$ cat src/rtl/leaf_out_arbiter_if.sv
// Requester-side and leaf-side stream signals of leaf_out_arbiter, bundled as one bus.
// master is the arbiter's view; slave is the view of the surrounding leaf logic.
interface leaf_out_arbiter_if #(
    parameter int unsigned NUM_REQ       = 4,
    parameter int unsigned PAYLOAD_BITS  = 32,
    parameter int unsigned NUM_PORT_BITS = 4
);
    logic [NUM_REQ*PAYLOAD_BITS-1:0] din_user;
    logic [NUM_REQ-1:0]              vld_user;
    logic [NUM_REQ-1:0]              ack_to_user;
    logic [PAYLOAD_BITS-1:0]         dout;
    logic [NUM_PORT_BITS-1:0]        dout_src;
    logic                            vld_out;
    logic                            ack_in;

    modport master (
        input  din_user,
        input  vld_user,
        input  ack_in,
        output ack_to_user,
        output dout,
        output dout_src,
        output vld_out
    );

    modport slave (
        output din_user,
        output vld_user,
        output ack_in,
        input  ack_to_user,
        input  dout,
        input  dout_src,
        input  vld_out
    );
endinterface

$ cat src/rtl/leaf_out_arbiter.sv
// Round-robin, burst-locking arbiter sharing one leaf_interface output stream among
// NUM_REQ operator streams, with a one-entry registered output buffer.
module leaf_out_arbiter #(
    parameter int unsigned NUM_REQ       = 4,
    parameter int unsigned PAYLOAD_BITS  = 32,
    parameter int unsigned NUM_PORT_BITS = 4,
    parameter int unsigned BURST_LEN     = 8,
    parameter int unsigned IDLE_TIMEOUT  = 4
) (
    input  logic               clk_user,
    input  logic               reset,
    leaf_out_arbiter_if.master bus,
    output logic               busy
);
    localparam int unsigned BEAT_W = $clog2(BURST_LEN + 1);
    localparam int unsigned IDLE_W = $clog2(IDLE_TIMEOUT + 1);
    localparam int unsigned SUM_W  = NUM_PORT_BITS + 1;

    localparam logic [1:0] ST_IDLE  = 2'd0;
    localparam logic [1:0] ST_GRANT = 2'd1;
    localparam logic [1:0] ST_HOLD  = 2'd2;

    logic [1:0]               state, state_n;
    logic [NUM_PORT_BITS-1:0] sel, sel_n;
    logic [NUM_PORT_BITS-1:0] rr_ptr, rr_n;
    logic [BEAT_W-1:0]        beat_cnt, beat_n;
    logic [IDLE_W-1:0]        idle_cnt, idle_n;

    logic                     obuf_full;
    logic [PAYLOAD_BITS-1:0]  obuf_data;
    logic [NUM_PORT_BITS-1:0] obuf_src;

    logic                     sel_vld;
    logic [PAYLOAD_BITS-1:0]  sel_data;
    logic                     can_load;
    logic                     xfer;
    logic [NUM_REQ-1:0]       ack;
    logic [NUM_PORT_BITS-1:0] sel_inc;
    logic [BEAT_W-1:0]        beat_inc;
    logic [IDLE_W-1:0]        idle_inc;
    logic                     burst_done;
    logic                     timed_out;

    logic [2*NUM_REQ-1:0]     vld_dbl;
    logic [NUM_REQ-1:0]       vld_rot;
    logic                     any_vld;
    logic [NUM_PORT_BITS-1:0] pick_ofs;
    logic [SUM_W-1:0]         pick_sum;
    logic [NUM_PORT_BITS-1:0] pick;

    // Selected requester's valid and data.
    always_comb begin
        sel_vld  = 1'b0;
        sel_data = '0;
        for (int unsigned j = 0; j < NUM_REQ; j++) begin
            if (sel == NUM_PORT_BITS'(j)) begin
                sel_vld  = bus.vld_user[j];
                sel_data = bus.din_user[j*PAYLOAD_BITS +: PAYLOAD_BITS];
            end
        end
    end

    assign can_load = !obuf_full || bus.ack_in;
    assign xfer     = (state != ST_IDLE) && sel_vld && can_load;

    always_comb begin
        ack = '0;
        for (int unsigned j = 0; j < NUM_REQ; j++) begin
            ack[j] = (state != ST_IDLE) && (sel == NUM_PORT_BITS'(j)) && can_load;
        end
    end

    assign bus.ack_to_user = ack;
    assign bus.vld_out     = obuf_full;
    assign bus.dout        = obuf_data;
    assign bus.dout_src    = obuf_src;
    assign busy            = (state != ST_IDLE) || obuf_full;

    assign sel_inc    = (sel == NUM_PORT_BITS'(NUM_REQ - 1)) ? '0 : sel + NUM_PORT_BITS'(1);
    assign beat_inc   = beat_cnt + BEAT_W'(1);
    assign idle_inc   = idle_cnt + IDLE_W'(1);
    assign burst_done = (beat_inc == BEAT_W'(BURST_LEN));
    assign timed_out  = (idle_inc == IDLE_W'(IDLE_TIMEOUT));

    // Rotate the valid vector so bit 0 is rr_ptr, take the first set bit, then
    // map the offset back to an absolute index modulo NUM_REQ.
    always_comb begin
        vld_dbl  = {bus.vld_user, bus.vld_user};
        vld_rot  = NUM_REQ'(vld_dbl >> rr_ptr);
        any_vld  = 1'b0;
        pick_ofs = '0;
        for (int unsigned k = 0; k < NUM_REQ; k++) begin
            if (!any_vld && vld_rot[k]) begin
                any_vld  = 1'b1;
                pick_ofs = NUM_PORT_BITS'(k);
            end
        end
        pick_sum = {1'b0, rr_ptr} + SUM_W'(pick_ofs);
        if (pick_sum >= SUM_W'(NUM_REQ)) begin
            pick_sum = pick_sum - SUM_W'(NUM_REQ);
        end
        pick = pick_sum[NUM_PORT_BITS-1:0];
    end

    always_comb begin
        state_n = state;
        sel_n   = sel;
        rr_n    = rr_ptr;
        beat_n  = beat_cnt;
        idle_n  = idle_cnt;
        case (state)
            ST_IDLE: begin
                if (any_vld) begin
                    state_n = ST_GRANT;
                    sel_n   = pick;
                    beat_n  = '0;
                    idle_n  = '0;
                end
            end
            ST_GRANT, ST_HOLD: begin
                if (xfer) begin
                    beat_n = beat_inc;
                    idle_n = '0;
                    if (burst_done) begin
                        state_n = ST_IDLE;
                        rr_n    = sel_inc;
                    end else begin
                        state_n = ST_GRANT;
                    end
                end else if (sel_vld) begin
                    // Backpressure, or HOLD re-entry while the buffer cannot load.
                    state_n = ST_GRANT;
                    idle_n  = '0;
                end else begin
                    // idle_cnt is 0 throughout GRANT, so the first stall yields 1 here.
                    if (timed_out) begin
                        state_n = ST_IDLE;
                        rr_n    = sel_inc;
                        idle_n  = '0;
                    end else begin
                        state_n = ST_HOLD;
                        idle_n  = idle_inc;
                    end
                end
            end
            default: begin
                state_n = ST_IDLE;
            end
        endcase
    end

    always_ff @(posedge clk_user) begin
        if (!reset) begin
            state    <= ST_IDLE;
            sel      <= '0;
            rr_ptr   <= '0;
            beat_cnt <= '0;
            idle_cnt <= '0;
        end else begin
            state    <= state_n;
            sel      <= sel_n;
            rr_ptr   <= rr_n;
            beat_cnt <= beat_n;
            idle_cnt <= idle_n;
        end
    end

    // Load has priority over drain so a full buffer can turn over every cycle.
    always_ff @(posedge clk_user) begin
        if (!reset) begin
            obuf_full <= 1'b0;
            obuf_data <= '0;
            obuf_src  <= '0;
        end else if (xfer) begin
            obuf_full <= 1'b1;
            obuf_data <= sel_data;
            obuf_src  <= sel;
        end else if (bus.ack_in) begin
            obuf_full <= 1'b0;
        end
    end
endmodule

$ cat src/flat_wrapper.sv
// flat-port wrapper written by rule: the top's interface ports become plain ports
module leaf_out_arbiter_flat 
#(
    parameter int unsigned NUM_REQ       = 4,
    parameter int unsigned PAYLOAD_BITS  = 32,
    parameter int unsigned NUM_PORT_BITS = 4,
    parameter int unsigned BURST_LEN     = 8,
    parameter int unsigned IDLE_TIMEOUT  = 4
)
  (clk_user, reset, busy, bus_din_user, bus_vld_user, bus_ack_in, bus_ack_to_user, bus_dout, bus_dout_src, bus_vld_out);
  leaf_out_arbiter_if #(.NUM_REQ(NUM_REQ), .PAYLOAD_BITS(PAYLOAD_BITS), .NUM_PORT_BITS(NUM_PORT_BITS)) bus_i ();
  input  logic clk_user;
  input  logic reset;
  output logic busy;
  input wire logic [$bits(bus_i.din_user)-1:0] bus_din_user;
  input wire logic [$bits(bus_i.vld_user)-1:0] bus_vld_user;
  input wire logic [$bits(bus_i.ack_in)-1:0] bus_ack_in;
  output wire logic [$bits(bus_i.ack_to_user)-1:0] bus_ack_to_user;
  output wire logic [$bits(bus_i.dout)-1:0] bus_dout;
  output wire logic [$bits(bus_i.dout_src)-1:0] bus_dout_src;
  output wire logic [$bits(bus_i.vld_out)-1:0] bus_vld_out;
  assign bus_i.din_user = bus_din_user;
  assign bus_i.vld_user = bus_vld_user;
  assign bus_i.ack_in = bus_ack_in;
  assign bus_ack_to_user = bus_i.ack_to_user;
  assign bus_dout = bus_i.dout;
  assign bus_dout_src = bus_i.dout_src;
  assign bus_vld_out = bus_i.vld_out;
  leaf_out_arbiter #(.NUM_REQ(NUM_REQ), .PAYLOAD_BITS(PAYLOAD_BITS), .NUM_PORT_BITS(NUM_PORT_BITS), .BURST_LEN(BURST_LEN), .IDLE_TIMEOUT(IDLE_TIMEOUT)) u_core (.clk_user(clk_user), .reset(reset), .bus(bus_i), .busy(busy));
endmodule
$ cat config.mk
export PLATFORM = sky130hd
export DESIGN_NAME = leaf_out_arbiter_flat
export DESIGN_NICKNAME = d
export VERILOG_FILES = /design/src/rtl/leaf_out_arbiter_if.sv /design/src/rtl/leaf_out_arbiter.sv /design/src/flat_wrapper.sv
export SDC_FILE = /design/constraint.sdc
export NUM_CORES = 1
export LEC_CHECK = 0
export CAP_MARGIN = 20
export CORE_MARGIN = 1.5
export CORE_UTILIZATION = 41
export CTS_CLUSTER_DIAMETER = 30
export DETAILED_ROUTE_END_ITERATION = 6
export PLACE_DENSITY_LB_ADDON = 0.2
export SYNTH_ARGS = -nofsm -noshare
export SYNTH_HDL_FRONTEND = slang
export SYNTH_SLANG_ARGS = --single-unit
$ cat constraint.sdc
create_clock -name clk_user -period 3.9 [get_ports clk_user]
set_input_delay 0.78 -clock clk_user [delete_from_list [all_inputs] [get_ports clk_user]]
set_output_delay 0.78 -clock clk_user [all_outputs]
set_load 0.02 [all_outputs]
Yosys cells after proc, flatten, opt, wreduce, memory -nomap -nowiden --
Cells that the tools add are included.
Storage, ports and cells: bits in registers 54, input bits 135, output and inout bits 42, word-level logic and storage cells 93
Cells by class: add/sub/neg operators 5, $lt $le $gt $ge 1, equality and inequality tests 11, shift-type cells 1, multiplexer cells 37, reduce and logical (&&, ||, !) cells 30
Operators by type and width (count):
- $mux 32 | 4
- $mux 4 | 8
- $logic_and 1x1->1 | 13
- $mux 1 | 12
- $mux 2 | 6
- $mux 3 | 4
- $add 4x1->4 const B | 2
- $eq 4x2->1 const B | 2
- $pmux 4 s2 | 1
- $reduce_bool 2->1 | 4
- $shr 8x4->4 | 1
- $pmux 3 s2 | 1
- $add 4x2->5 | 1
- $ge 5x3->1 const B | 1
- $eq 4x1->1 const B | 1
- $eq 4x4->1 const B | 1
- $logic_not 1->1 | 4
- $logic_not 4->1 | 1
- $ne 2x1->1 const B | 2
- $ne 2x2->1 const B | 2
- $pmux 2 s2 | 1
- $reduce_and 2->1 | 2
- $reduce_and 4->1 | 1
- $sub 4x3->4 const B | 1
- 8 further kinds | 9

Depth between registers and ports, before layout --
word-level depth 14, depth in mapped cells 14

Least setup slack after synthesis --
OpenSTA, ideal clock, no wires.
path type input port to flip-flop, from input port bus_vld_user[2], to register u_core.sel[2], data arrival time 2.928 ns, setup slack 0.845 ns, cell stages on the path 13, cells stage by stage nor2b_1 -> nor3_1 -> or3_1 -> a21oi_1 -> ha_1 -> a21oi_1 -> or3_1 -> and2_1 -> ha_1 -> a2bb2oi_1 -> a31oi_1 -> mux2i_1 -> nor2_1
Between the ends: cells in the longest elaborated chain, start to end 14, elaborated cells between the ends (all ways) 19
Ends and longest elaborated chain:
- start: declaration | line flat_wrapper.sv:16 | input wire logic [$bits(bus_i.vld_user)-1:0] bus_vld_user;
- $shr 8x4->4 * | line leaf_out_arbiter.sv:89 | vld_rot = NUM_REQ'(vld_dbl >> rr_ptr);
- $mux 1 | line leaf_out_arbiter.sv:93 | if (!any_vld && vld_rot[k]) begin
- $logic_not 1->1 | line leaf_out_arbiter.sv:93
- $logic_and 1x1->1 | line leaf_out_arbiter.sv:93
- $mux 1 | line leaf_out_arbiter.sv:93
- $logic_not 1->1 | line leaf_out_arbiter.sv:93
- $logic_and 1x1->1 | line leaf_out_arbiter.sv:93
- $mux 1 | line leaf_out_arbiter.sv:93
- $logic_not 1->1 | line leaf_out_arbiter.sv:93
- $logic_and 1x1->1 | line leaf_out_arbiter.sv:93
- $mux 2 | line leaf_out_arbiter.sv:93
- $add 4x2->5 | line leaf_out_arbiter.sv:98 | pick_sum = {1'b0, rr_ptr} + SUM_W'(pick_ofs);
- $sub 4x3->4 / $ge 5x3->1 (equally long branches) | line leaf_out_arbiter.sv:100, leaf_out_arbiter.sv:99
- $mux 4 | line leaf_out_arbiter.sv:99 | if (pick_sum >= SUM_W'(NUM_REQ)) begin
- end signal: assignment | line leaf_out_arbiter.sv:161 | sel <= sel_n;
- end: declaration | line leaf_out_arbiter.sv:24 | logic [NUM_PORT_BITS-1:0] sel, sel_n;
Every way passes the cells marked *; elsewhere a longest branch is shown, timed or not. A chain may end at the register's enable or synchronous reset.

Worst setup path in the final report --
Ends and elaborated chain as after synthesis.

==> reports/qor.txt <==
RR Startpoint - u_core.rr_ptr[2]$_SDFFE_PN0P_
Core Box Area - 8220 um2
GP Congestion - 0.881
Slew headroom - 50.3%
CP max stage cell - clkdlybuf4s50_1
Post-DP Area - 5250 um2
area share of fa/ha/maj cells after synthesis - 4.89%
Setup WS post-layout - 220 ps
Gate power share - 49.8%
Final Util - 65.3%
Worst Path Arrival - 3860 ps
Setup Crit Path Kind - in -> reg
drt drc - 6
CP required - 4080 ps
CP peak stage delay - 490 ps
post-DP HPWL - 8680 um
worst hold path class - reg -> reg
Synth area leaders - dfxtp_1 31%, a21oi_1 11%, a222oi_1 9.2%, o21ai_0 5.5%, nor3_1 5.2%
CTS resizes - 0
clock group share of total power - 17.4%
Ant. Diodes - 0
clk_skew - 14.9 ps
worst path bufs/invs - 1
Seq pwr share - 32.8%
reg2reg path depth - 13
post-synthesis sequential area ratio - 31.1%
max_cap viols - 0
Fin. Hold Viols - 0
switch share - 38.0%
IO Count - 177
Final period util - 94.4%
Die Wd - 95.1 um
vias in the first global route - 3912
TritonCTS buffer count - 5
clk buf depth - 2
WL per Instance - 17.1 um
post-place setup slack - -18.1 ps
GRT met2 Usage - 46.2%
first-pass iteration count of the detailed router - 7
# H-tree levels - 2
Psw - 825 uW
clk_lat worst skew - 310 ps
Peak Freq - 272 MHz
Gate Count Post-Synth - 451
Worst Path Max Fanout - 5
M3 GR Usage - 6.14%
Syn. warnings - 0
vias - 4096
CP Launch Type - primary input
Routed WL - 12000 um
clock sinks - 54
flop-to-flop setup slack - 650 ps
Synth area leader - dfxtp_1
number of core rows - 33
CTS Hold Bufs - 0
root buf cell - clkbuf_8
Pins Over Slew Limit - 0
Setup Buffers After CTS - 0
Crit. End Element - register
final setup violation count - 0
Post-Synth XOR/XNOR Area - 0.755%
initial antenna violation count - 0
area fraction in compound gates after synthesis - 31.8%
leakage power - 2.09 nW
1st-iter DRT viols - 260
Yosys reg bits - 54
Die H - 95.1 um
status - finished with violations
die area - 9050 um2
Hold Startpoint - u_core.bus.dout_src[1]$_SDFFE_PN0P_
Initial Util - 42.4%
Tot GR Track Use - 26.2%
Synth Area in Simple Gates - 21.7%
TritonCTS clock tree - yes
Synth top cells by count - 79 x a21oi_1, 54 x dfxtp_1, 43 x nor2_1
most numerous cell in the Yosys netlist - a21oi_1
Critical Path, Cell by Cell - clkdlybuf4s50_1 > nor2b_2 > nor3_1 > nand4_1 > a21oi_1 > ha_1 > a21oi_1 > or3_1 > and2_1 > ha_1 > a2bb2oi_1 > a31oi_1 > mux2i_1 > nor2_1
Int Pwr - 1.35 mW
area grow syn2layout - 54.1%
first-pass GRT wire length - 18500 um
antenna viol nets, final - 0
Synth Flop Type - dfxtp_1
Final min period - 3680 ps
GRT Max-Usage Layer - met2
layout cells sized above 1 - 4.35%
power density cells - 405 nW/um2
Worst VDD drop - 0.173 mV
Netlist Area Pre-Place - 3480 um2
failing checks - design-rule violations
vias per cell - 5.83
largest family of logic cells by synthesized area - compound AO/OA/AOI/OAI gates
share of synthesized registers carrying an async set or reset - 0%
Syn Area/Cell - 7.72 um2
WHS Path Cells - 2
port buffer count - 176
Distinct cells, synth - 53
Post-synth EDFFs - 0
RR Endpoint - u_core.sel[2]$_SDFFE_PN0P_
mux cell area share after synthesis - 3.56%
RSZ-0062 raised after global routing - no
CTS clock-pin slew for the worst setup and hold paths - 100 ps
largest net degree at the start of global routing - 70
share of the synthesized area in the top cell type - 31.1%
family with the most delay on the worst path - simple AND/OR/NAND/NOR gates
Endpoint, Worst Hold - u_core.bus.dout_src[1]$_SDFFE_PN0P_
final instance area - 5360 um2
GR Util met1 - 30.1%
syn nets - 599
nets - 745
Final TNS setup - 0 ps
Total Power - 2.17 mW
Worst-Margin Slew - 746 ps
GRT overflow - 0
==> placed cells by master (no fill, tap or decap), types with 6 or more instances in the layout <==
cell type,netlist,routed
nand2_1,24,24
clkdlybuf4s50_1,0,176
buf_4,2,7
nand2b_1,6,6
ha_1,12,12
a21oi_1,79,79
nor3_1,36,36
o21ai_0,38,38
mux2i_1,9,9
nor2_1,43,43
dfxtp_1,54,54
a222oi_1,32,32
inv_1,8,8
==> worst register-to-register path: stages, from the launching register on <==
cell and delay [ps]:
dfxtp_1 560, and3b_1 250, nor3_1 380, nand4_1 170, a21oi_1 260, ha_1 200, a21oi_1 50, or3_1 360
and2_1 180, ha_1 170, a2bb2oi_1 230, a31oi_1 130, mux2i_1 160, nor2_1 50
==> per-stage QoR <==
step / hold WS [ps] / instances
after floorplan: 450 / 451
after global placement: 453 / 695
after detailed placement: 462 / 695
after CTS: 473 / 703
after global routing: 489 / 703
final: 473 / 703
==> sequential cells by signal, summed over array words and instances, names as in the netlist <==
register             count
u_core.idle_cnt          3
u_core.beat_cnt          4
u_core.sel               4
u_core.rr_ptr            4
u_core.bus.vld_out       1
u_core.bus.dout         32
u_core.bus.dout_src      4
u_core.state             2
==> how the worst max path moves through the flow <==
stage	from	slack [ps]	depth (start not counted)	to
floorplan	bus_vld_user[2]	840	13	u_core.sel[2]$_SDFFE_PN0P_
global placement	bus_vld_user[2]	160	14	u_core.sel[2]$_SDFFE_PN0P_
detailed placement	bus_vld_user[2]	-20	14	u_core.sel[2]$_SDFFE_PN0P_
CTS	bus_vld_user[2]	290	14	u_core.sel[2]$_SDFFE_PN0P_
global route	bus_vld_user[2]	20	14	u_core.sel[2]$_SDFFE_PN0P_
finish	bus_vld_user[2]	220	14	u_core.sel[2]$_SDFFE_PN0P_
==> cells by family after synthesis <==
family          count (synthesis)
compound gates                172
simple gates                  146
flops                          54
buf+inv                        52
fa+ha+maj                      13
mux                            11
xor+xnor                        3
==> final cells by class <==
class	instances	area [um2]
flip-flops and latches	54	1080
clock inverters	2	37.5
inverters	8	30.0
clock buffers	6	72.6
well taps	105	131
multi-input cells	345	2200
repair buffers	183	1810
fillers	698	2850
==> metal layers <==
layer	vias up	share of wire, %
li1	1986	-
met1	1890	39
met2	190	50
met3	30	8.0
met4	0	2.9
met5	-	0
==> power groups by stage <==
stage                     sequential (mW)  combinational [mW]  clock (mW)
after floorplan                     0.825               0.510           0
after global placement              0.718                1.06           0
after detailed placement            0.721                1.08           0
after CTS                           0.712                1.08       0.387
after global routing                0.725                1.17       0.402
final                               0.713                1.08       0.378
No activity file was read; power rests on OpenSTA's default activity.
